## config.mk

```make
export PLATFORM = sky130hd
export DESIGN_NAME = fp_add_scheduler_flat
export DESIGN_NICKNAME = d
export VERILOG_FILES = /design/src/rtl/fp_sched_pkg.sv /design/src/rtl/fp_add_scheduler_if.sv /design/src/rtl/rr_arbiter.sv /design/src/rtl/fp_add_scheduler.sv /design/src/flat_wrapper.sv
export SDC_FILE = /design/constraint.sdc
export NUM_CORES = 1
export LEC_CHECK = 0
export CORE_AREA = 3 3 159 161
export DETAILED_ROUTE_END_ITERATION = 12
export DIE_AREA = 0 0 162 164
export GPL_TIMING_DRIVEN = 0
export HOLD_SLACK_MARGIN = 0.12
export PLACE_DENSITY = 0.6
export REMOVE_ABC_BUFFERS = 1
export SETUP_SLACK_MARGIN = 0.02
export SYNTH_ARGS = -nofsm -noshare
export SYNTH_HDL_FRONTEND = slang
export SYNTH_HIERARCHICAL = 1
export SYNTH_SLANG_ARGS = --single-unit
```

## constraint.sdc

```tcl
create_clock -name clk -period 2.9 [get_ports clk]
set_input_delay 0.58 -clock clk [delete_from_list [all_inputs] [get_ports clk]]
set_output_delay 0.58 -clock clk [all_outputs]
set_load 0.02 [all_outputs]
```

## src/rtl/fp_sched_pkg.sv

```systemverilog
// Shared types and widths for the round-robin fp adder scheduler.
package fp_sched_pkg;

    localparam int FP_W    = 32;
    localparam int OPCNT_W = 16;

    typedef enum logic [1:0] {
        S_IDLE = 2'd0,
        S_WAIT = 2'd1,
        S_RESP = 2'd2
    } state_e;

endpackage

```

## src/rtl/fp_add_scheduler_if.sv

```systemverilog
// Requester and response handshake bundle between client engines and the scheduler.
interface fp_add_scheduler_if
    import fp_sched_pkg::*;
#(
    parameter int NUM_REQ = 4,
    parameter int ID_W    = 2
);

    logic [NUM_REQ-1:0]      req_valid;
    logic [FP_W*NUM_REQ-1:0] req_a;
    logic [FP_W*NUM_REQ-1:0] req_b;
    logic [NUM_REQ-1:0]      req_ready;
    logic                    rsp_valid;
    logic                    rsp_ready;
    logic [ID_W-1:0]         rsp_id;
    logic [FP_W-1:0]         rsp_sum;

    modport master (
        output req_valid, req_a, req_b, rsp_ready,
        input  req_ready, rsp_valid, rsp_id, rsp_sum
    );

    modport slave (
        input  req_valid, req_a, req_b, rsp_ready,
        output req_ready, rsp_valid, rsp_id, rsp_sum
    );

endinterface

```

## src/rtl/rr_arbiter.sv

```systemverilog
// Combinational rotate-priority arbiter: first requester at or after ptr wins.
module rr_arbiter #(
    parameter int NUM_REQ = 4,
    parameter int ID_W    = $clog2(NUM_REQ)
) (
    input  logic [NUM_REQ-1:0] req,
    input  logic [ID_W-1:0]    ptr,
    output logic [NUM_REQ-1:0] gnt,
    output logic [ID_W-1:0]    gnt_idx,
    output logic               any_req
);

    always_comb begin
        int idx;
        idx     = 0;
        gnt     = '0;
        gnt_idx = '0;
        any_req = 1'b0;
        // Walk from farthest to nearest so the nearest valid slot is the last write.
        for (int k = NUM_REQ - 1; k >= 0; k--) begin
            idx = (int'(ptr) + k) % NUM_REQ;
            if (req[ID_W'(idx)]) begin
                gnt_idx = ID_W'(idx);
                any_req = 1'b1;
            end
        end
        if (any_req) begin
            gnt[gnt_idx] = 1'b1;
        end
    end

endmodule

```

## src/rtl/fp_add_scheduler.sv

```systemverilog
// Time-shares one external fp adder among NUM_REQ requesters with round-robin grant.
module fp_add_scheduler
    import fp_sched_pkg::*;
#(
    parameter int NUM_REQ = 4,
    parameter int ADD_LAT = 1,
    parameter int ID_W    = 2
) (
    input  logic               clk,
    input  logic               rst_n,
    fp_add_scheduler_if.slave  bus,
    output logic [FP_W-1:0]    add_a,
    output logic [FP_W-1:0]    add_b,
    input  logic [FP_W-1:0]    add_sum,
    output logic               busy,
    output logic [OPCNT_W-1:0] op_count
);

    localparam int               CNT_W    = (ADD_LAT > 1) ? $clog2(ADD_LAT) : 1;
    localparam logic [CNT_W-1:0] CNT_LOAD = CNT_W'(ADD_LAT - 1);

    state_e             state_q, state_d;
    logic [ID_W-1:0]    rr_ptr_q, rr_ptr_d;
    logic [ID_W-1:0]    id_q, id_d;
    logic [ID_W-1:0]    rsp_id_q, rsp_id_d;
    logic [CNT_W-1:0]   cnt_q, cnt_d;
    logic [FP_W-1:0]    add_a_q, add_a_d;
    logic [FP_W-1:0]    add_b_q, add_b_d;
    logic [FP_W-1:0]    rsp_sum_q, rsp_sum_d;
    logic [OPCNT_W-1:0] op_count_q, op_count_d;

    logic [NUM_REQ-1:0] gnt;
    logic [ID_W-1:0]    gnt_idx;
    logic               any_req;

    rr_arbiter #(
        .NUM_REQ (NUM_REQ),
        .ID_W    (ID_W)
    ) u_arb (
        .req     (bus.req_valid),
        .ptr     (rr_ptr_q),
        .gnt     (gnt),
        .gnt_idx (gnt_idx),
        .any_req (any_req)
    );

    always_comb begin
        state_d       = state_q;
        rr_ptr_d      = rr_ptr_q;
        id_d          = id_q;
        cnt_d         = cnt_q;
        add_a_d       = add_a_q;
        add_b_d       = add_b_q;
        rsp_sum_d     = rsp_sum_q;
        rsp_id_d      = rsp_id_q;
        op_count_d    = op_count_q;
        bus.req_ready = '0;
        case (state_q)
            S_IDLE: begin
                // Grant is masked during reset so no requester sees a phantom transfer.
                if (any_req && rst_n) begin
                    bus.req_ready = gnt;
                    add_a_d       = bus.req_a[int'(gnt_idx)*FP_W +: FP_W];
                    add_b_d       = bus.req_b[int'(gnt_idx)*FP_W +: FP_W];
                    id_d          = gnt_idx;
                    rr_ptr_d      = (gnt_idx == ID_W'(NUM_REQ - 1)) ? '0 : gnt_idx + 1'b1;
                    cnt_d         = CNT_LOAD;
                    state_d       = S_WAIT;
                end
            end
            S_WAIT: begin
                if (cnt_q != '0) begin
                    cnt_d = cnt_q - 1'b1;
                end else begin
                    rsp_sum_d = add_sum;
                    rsp_id_d  = id_q;
                    state_d   = S_RESP;
                end
            end
            S_RESP: begin
                if (bus.rsp_ready) begin
                    op_count_d = op_count_q + 1'b1;
                    state_d    = S_IDLE;
                end
            end
            default: state_d = S_IDLE;
        endcase
    end

    always_ff @(posedge clk) begin
        if (!rst_n) begin
            state_q    <= S_IDLE;
            rr_ptr_q   <= '0;
            id_q       <= '0;
            cnt_q      <= '0;
            add_a_q    <= '0;
            add_b_q    <= '0;
            rsp_sum_q  <= '0;
            rsp_id_q   <= '0;
            op_count_q <= '0;
        end else begin
            state_q    <= state_d;
            rr_ptr_q   <= rr_ptr_d;
            id_q       <= id_d;
            cnt_q      <= cnt_d;
            add_a_q    <= add_a_d;
            add_b_q    <= add_b_d;
            rsp_sum_q  <= rsp_sum_d;
            rsp_id_q   <= rsp_id_d;
            op_count_q <= op_count_d;
        end
    end

    assign add_a         = add_a_q;
    assign add_b         = add_b_q;
    assign busy          = (state_q != S_IDLE);
    assign op_count      = op_count_q;
    assign bus.rsp_valid = (state_q == S_RESP);
    assign bus.rsp_id    = rsp_id_q;
    assign bus.rsp_sum   = rsp_sum_q;

endmodule

```

## src/flat_wrapper.sv

```systemverilog
// flat-port wrapper written by rule: the top's interface ports become plain ports
module fp_add_scheduler_flat import fp_sched_pkg::*;
#(
    parameter int NUM_REQ = 4,
    parameter int ADD_LAT = 1,
    parameter int ID_W    = 2
)
  (clk, rst_n, add_a, add_b, add_sum, busy, op_count, bus_req_valid, bus_req_a, bus_req_b, bus_rsp_ready, bus_req_ready, bus_rsp_valid, bus_rsp_id, bus_rsp_sum);
  fp_add_scheduler_if #(.NUM_REQ(NUM_REQ), .ID_W(ID_W)) bus_i ();
  input  logic clk;
  input  logic rst_n;
  output logic [FP_W-1:0] add_a;
  output logic [FP_W-1:0] add_b;
  input  logic [FP_W-1:0] add_sum;
  output logic busy;
  output logic [OPCNT_W-1:0] op_count;
  input wire logic [$bits(bus_i.req_valid)-1:0] bus_req_valid;
  input wire logic [$bits(bus_i.req_a)-1:0] bus_req_a;
  input wire logic [$bits(bus_i.req_b)-1:0] bus_req_b;
  input wire logic [$bits(bus_i.rsp_ready)-1:0] bus_rsp_ready;
  output wire logic [$bits(bus_i.req_ready)-1:0] bus_req_ready;
  output wire logic [$bits(bus_i.rsp_valid)-1:0] bus_rsp_valid;
  output wire logic [$bits(bus_i.rsp_id)-1:0] bus_rsp_id;
  output wire logic [$bits(bus_i.rsp_sum)-1:0] bus_rsp_sum;
  assign bus_i.req_valid = bus_req_valid;
  assign bus_i.req_a = bus_req_a;
  assign bus_i.req_b = bus_req_b;
  assign bus_i.rsp_ready = bus_rsp_ready;
  assign bus_req_ready = bus_i.req_ready;
  assign bus_rsp_valid = bus_i.rsp_valid;
  assign bus_rsp_id = bus_i.rsp_id;
  assign bus_rsp_sum = bus_i.rsp_sum;
  fp_add_scheduler #(.NUM_REQ(NUM_REQ), .ADD_LAT(ADD_LAT), .ID_W(ID_W)) u_core (.clk(clk), .rst_n(rst_n), .bus(bus_i), .add_a(add_a), .add_b(add_b), .add_sum(add_sum), .busy(busy), .op_count(op_count));
endmodule
```

* Word-level counts from Yosys, hierarchy flattened *
Cells that the tools add are included.

word-level totals
  logic and storage cells = 73
  bits in registers = 121
  output and inout port bits = 120

cells by class
  shift operators = 2
  order comparisons = 6
  equal/unequal tests = 6
  reductions and logical operators = 10
  bitwise logic cells = 1
  multiplexer cells = 33
  add/sub/neg operators = 6

operators by type and width
  cell                                                 number
  indexed part select 128 x 8 -> 32 bit                2
  adder 16 x 1 -> 16 bit, second input constant        1
  < comparator 2 x 4 -> 1 bit, second input constant   4
  two-way mux 2 bit                                    8
  two-way mux 1 bit                                    15
  two-way mux 4 bit                                    3
  binary-select mux 1 bit (select 2 bit)               4
  AND reduction 2 bit                                  4
  case mux 2 bit (3 select lines)                      1
  adder 2 x 1 -> 2 bit, second input constant          2
  adder 2 bit, second input constant                   2
  == test 2 bit, second input constant                 2
  != test 2 bit, second input constant                 2
  nonzero test 2 bit                                   2
  < comparator 2 x 3 -> 1 bit, second input constant   1
  AND reduction 3 bit                                  1
  demux 1 bit (select 2 bit)                           1
  == test 2 x 1 -> 1 bit, second input constant        1
  >= comparator 2 x 1 -> 1 bit, second input constant  1
  logical AND 1 bit                                    2
  logical NOT 2 bit                                    1
  != test 2 x 1 -> 1 bit, second input constant        1
  case mux 1 bit (2 select lines)                      1
  NOT 1 bit                                            1
  subtractor 1 bit, second input constant              1

* Longest topological paths before layout *
  depth in word-level cells = 15
  mapped depth = 9

* Cells and area by module *
The synthesis kept the hierarchy.

by module, submodules not included
  module            sequential area each (um^2)  area each (um^2)  instances  cells each
  fp_add_scheduler  2402.3                       5845.6            1          616
  rr_arbiter        0.0                          176.4             1          28

* Least setup slack after synthesis *
No wires, ideal clock.

  path type = input-to-output
  start point = input bus_req_valid[1]
  end point = output bus_req_ready[0]
  required time = 2320 ps
  arrival time = 1819 ps
  cell stages on the path = 5
  path buffers = 2
  path slack = 501 ps
  path through = or4_1 -> and3_1 -> buf_2 -> buf_2 -> and2_1

between the ends
  cells in the longest elaborated chain, start to end = 14
  elaborated cells on any way between the ends = 29

RTL lines
  item                                                                                                      RTL line                text
  start: declaration                                                                                        flat_wrapper.sv:17      input wire logic [$bits(bus_i.req_valid)-1:0] bus_req_valid;
  binary-select mux 1 bit (select 2 bit)                                                                    rr_arbiter.sv:22        if (req[ID_W'(idx)]) begin
  two-way mux 1 bit (not written as such) (2 in series)                                                     rr_arbiter.sv:22
  two-way mux 2 bit (4 in series)                                                                           rr_arbiter.sv:22
  < comparator 2 x 3 -> 1 bit (not written as such) / >= comparator 2 x 1 -> 1 bit (equally long branches)  rr_arbiter.sv:28        gnt[gnt_idx] = 1'b1;
  logical AND 1 bit (not written as such)                                                                   rr_arbiter.sv:28
  two-way mux 1 bit (not written as such)                                                                   rr_arbiter.sv:28
  demux 1 bit (select 2 bit)                                                                                rr_arbiter.sv:28
  two-way mux 4 bit                                                                                         rr_arbiter.sv:27        if (any_req) begin
  two-way mux 4 bit (*)                                                                                     fp_add_scheduler.sv:61  if (any_req && rst_n) begin
  two-way mux 4 bit (*)                                                                                     fp_add_scheduler.sv:58  case (state_q)
  end: declaration                                                                                          flat_wrapper.sv:21      output wire logic [$bits(bus_i.req_ready)-1:0] bus_req_ready;

Every way passes the cells marked *; elsewhere a longest branch is shown, timed or not. The select of a mux whose other input is x is not followed.

* Worst setup path after layout *
  start point = input bus_req_valid[3]
  end point = output bus_req_ready[2]

between the ends
  elaborated cells on any way between the ends = 29

RTL lines
  item                                                           RTL line                                  text
  binary-select mux 1 bit (select 2 bit)                         rr_arbiter.sv:22
  two-way mux 1 bit (not written as such) (2 in series)          rr_arbiter.sv:22
  two-way mux 1 bit (3 in series)                                rr_arbiter.sv:22
  two-way mux 1 bit (*)                                          rr_arbiter.sv:22
  named net u_core.any_req                                       fp_add_scheduler.sv:34                    logic any_req;
  two-way mux 4 bit / logical AND 1 bit (equally long branches)  rr_arbiter.sv:27, fp_add_scheduler.sv:61
  two-way mux 4 bit (*)                                          fp_add_scheduler.sv:61
  two-way mux 4 bit (*)                                          fp_add_scheduler.sv:58

The timed path passes the listed nets; every way through them passes the cells marked *. The select of a mux whose other input is x is not followed.

==> results.tsv <==
metric	value	unit
status	complete, no violations	
worst setup path end	bus_req_ready[2]	
startpoint types	primary input	
top-area cell type share of the netlist area	0.399	
Max-cap violations	0	
Die Wd	162	um
register-to-register setup slack	0.28	ns
FMAX	357	MHz
kind of critical path	primary input to primary output	
initial cell density of the core	0.250	
Crit path largest cell delay	0.58	ns
Worst Tran Pin Value	1.26	ns
Clk Latency, worst-skew pair	0.41	ns
Port Buffers	414	
post-synthesis area per instance	9.35	um2
placed insts	1335	
DRT Wirelength	24500	um
crit path from	bus_req_valid[3]	
fin area	0.0112	mm2
drt wl/cell	17.8	um
Setup TNS	0	ns
cell depth of the worst setup path	5	
initial antenna violation count	5	
post-cts hold buffer count	0	
die height	164	um
clock buffer depth	2	
Fill cells	2338	
Final GP Congestion	0.770	
skew final	0.0151	ns
Fin. Hold Viols	0	
maximum vdd drop	0.276	mV
Yosys top cell by area	dfxtp_1	
Inserted Diodes	0	
critical-path cell list	dlygate4sd2_1, or4_4, and3_4, and2_1, dlygate4sd2_1	
global-route usage over all layers	0.178	
XOR/XNOR Fraction of Synth Area	0.0160	
cell count after synthesis	644	
Final HPWL DP	18500	um
vias in the first global route	6389	
Syn Std Cell Area	0.00602	mm2
Slew headroom	0.162	
Crit-path slowest cell	or4_4	
crit path max fanout	9	
reg2reg path depth	7	
CTS H-Tree Depth	4	
post-synth cell types	42	
crit-path leading delay family	simple AND/OR/NAND/NOR gates	
Hold WS	0.448	ns
post-place instance area	0.0105	mm2
hold_sp	u_core/add_b[9]	
Post-Synth Adder-Cell Area	0.00416	
critical path data required time	2.32	ns
post-synthesis mux area share	0.244	
Slew Limit Fails	0	
min Tclk post-route	2.80	ns
synth top area cells	dfxtp_1 40%, mux4_2 24%, nand2_1 13%	
vias	6280	
Worst-path clk slew	0.06	ns
Layout Cells excl Fill	1376	
power per standard cell area	603	mW/mm2
Place WS	-0.662	ns
reg2reg start	u_core/rr_ptr_q[1]	
via density per instance	4.56	
Pre-antenna DRT Iters	4	
Inserted Clock Buffers	17	
unrepaired setup endpoints after global routing	false	
Hold WC Path Type	flop to flop	
Core ar.	0.0241	mm2
Leakage	4.03	nW
global route overflow	0	
die area	0.0266	mm2
most frequent CP cell	dlygate4sd2_1	
PnR worst setup slack	0.0951	ns
clock root cell	clkbuf_16	
first-pass GRT wire length	35900	um
CTS tree	built	
clk sinks	120	
R2R Path End	u_core/add_a[31]	
DR iter-0 viols	318	
share of layout cells above drive strength 1	0.120	
final setup violation count	0	
Post-route DRC	0	
Yosys Warn Count	6	
Routed Antenna Nets	0	
WP buf/inv	2	
largest net degree at the start of global routing	81	
num rows	57	
post-synthesis simple-gate area fraction	0.193	
post-synthesis sequential area ratio	0.399	
area fraction in compound gates after synthesis	0.104	
worst path arrival time	2.22	ns
final net count	1336	
FF+latch count, synth	120	
critical path capture point type	primary output	
top-level I/O count	415	
largest family of logic cells by synthesized area	multiplexers	
Tcrit/Tclk final	0.967	
Area Overhead vs Synth	86.1	%
[worst min-delay path, stage by stage (launching register included)]
cell	delay [ns]
dfxtp_1	0.31
nand2_1	0.05
o21ai_1	0.05
[final cells by class]
class	count	area, um2	area share
repair buffers	425	4310	0.385
multi-input cells	471	3440	0.307
flip-flops and latches	120	2400	0.214
clock buffers	18	439	0.0392
well taps	324	405	0.0362
clock inverters	14	198	0.0176
inverters	4	15.0	0.00134
[logic make-up (layout without fill, tap and decap cells)]
logic type,Yosys count,count (layout)
muxes,67,67
AOI/OAI and AO/OA,120,121
and+or+nand+nor,268,270
xor gates and xnor gates,11,11
DFF,120,120
buffers and inverters,56,461
adders and majority gates,2,2
[worst min-delay path by stage]
| stage | to | slack, ns | cells past startpoint |
|---|---|---|---|
| 5_1_grt | u_core/add_b[18] | 0.46 | 2 |
| 2_1_floorplan | u_core/bus.rsp_id[0] | 0.43 | 2 |
| 4_1_cts | u_core/add_b[11] | 0.45 | 2 |
| 6_report | u_core/add_b[9] | 0.45 | 2 |
| 3_5_place_dp | u_core/add_b[4] | 0.44 | 2 |
| 3_3_place_gp | u_core/add_a[15] | 0.44 | 2 |
[registers in the layout, indices dropped and copies added, names as in the netlist]
name                cells
u_core/state_q          2
u_core/bus.rsp_sum     32
u_core/add_a           32
u_core/id_q             2
u_core/rr_ptr_q         2
u_core/op_count        16
u_core/add_b           32
u_core/bus.rsp_id       2
[Yosys cell counts (all sizes together)]
master,n
nand2,204
dfxtp,120
o21ai,73
mux4,64
a21oi,41
clkbuf,32
buf,20
nor2,20
xor2,6
and2,5
nand3,5
nand4,5
nor3,5
xnor2,5
and3,4
inv,4
nor2b,4
mux2i,3
nand2b,3
or3,3
ha,2
nor4,2
o31a,2
or4,2
and2b,1
and4,1
and4b,1
nand3b,1
nor3b,1
o221a,1
o22a,1
o311a,1
o31ai,1
or2,1
[layout by cell type (no fill, tap or decap), types with 2 or more instances in the layout]
cell,count
clkdlybuf4s50_1,405
nand2_1,204
dfxtp_1,120
mux4_2,64
a21oi_1,41
o21ai_1,37
o21ai_0,36
nor2_1,20
clkbuf_16,17
dlygate4sd2_1,7
xor2_1,6
buf_4,5
and2_1,5
xnor2_1,5
nor3_1,5
buf_12,5
clkinv_4,4
bufinv_16,4
nand3_1,4
nand4_1,4
clkinv_2,3
inv_1,3
and3_1,3
or3_1,3
mux2i_1,3
and3_2,2
o22a_4,2
nor2b_1,2
nor4_1,2
nand2b_1,2
ha_1,2
buf_16,2
[repair_timing]
| item | 4_1_cts | 5_1_grt |
|---|---|---|
| cloned | 3 | 0 |
| setup endpoints to repair | 39 | 14 |
| buffers inserted | 6 | 0 |
| resized for setup | 10 | 3 |
| pin swaps | 1 | 0 |
[layer usage]
| metal | global-route usage | routed length (um) | vias up |
|---|---|---|---|
| li1 | - | - | 3066 |
| met5 | 0 | 42 | - |
| met2 | 0.313 | 12400 | 259 |
| met4 | 0.0477 | 337 | 8 |
| met3 | 0.0810 | 2680 | 27 |
| met1 | 0.195 | 9080 | 2920 |
[per-stage QoR]
| step | power (mW) | utilization |
|---|---|---|
| 6_report | 6.76 | 0.465 |
| 4_1_cts | 6.88 | 0.465 |
| 5_1_grt | 7.12 | 0.465 |
| 3_3_place_gp | 4.52 | 0.429 |
| 3_5_place_dp | 4.47 | 0.435 |
| 2_1_floorplan | 3.30 | - |
[power by group]
| group | internal, mW | leakage [nW] | switching, mW | total, mW |
|---|---|---|---|---|
| combinational | 1.35 | 2.73 | 1.11 | 2.45 |
| clock | 1.47 | 0.312 | 0.818 | 2.29 |
| sequential | 1.89 | 0.987 | 0.133 | 2.02 |
(Power assumes the default switching activity.)
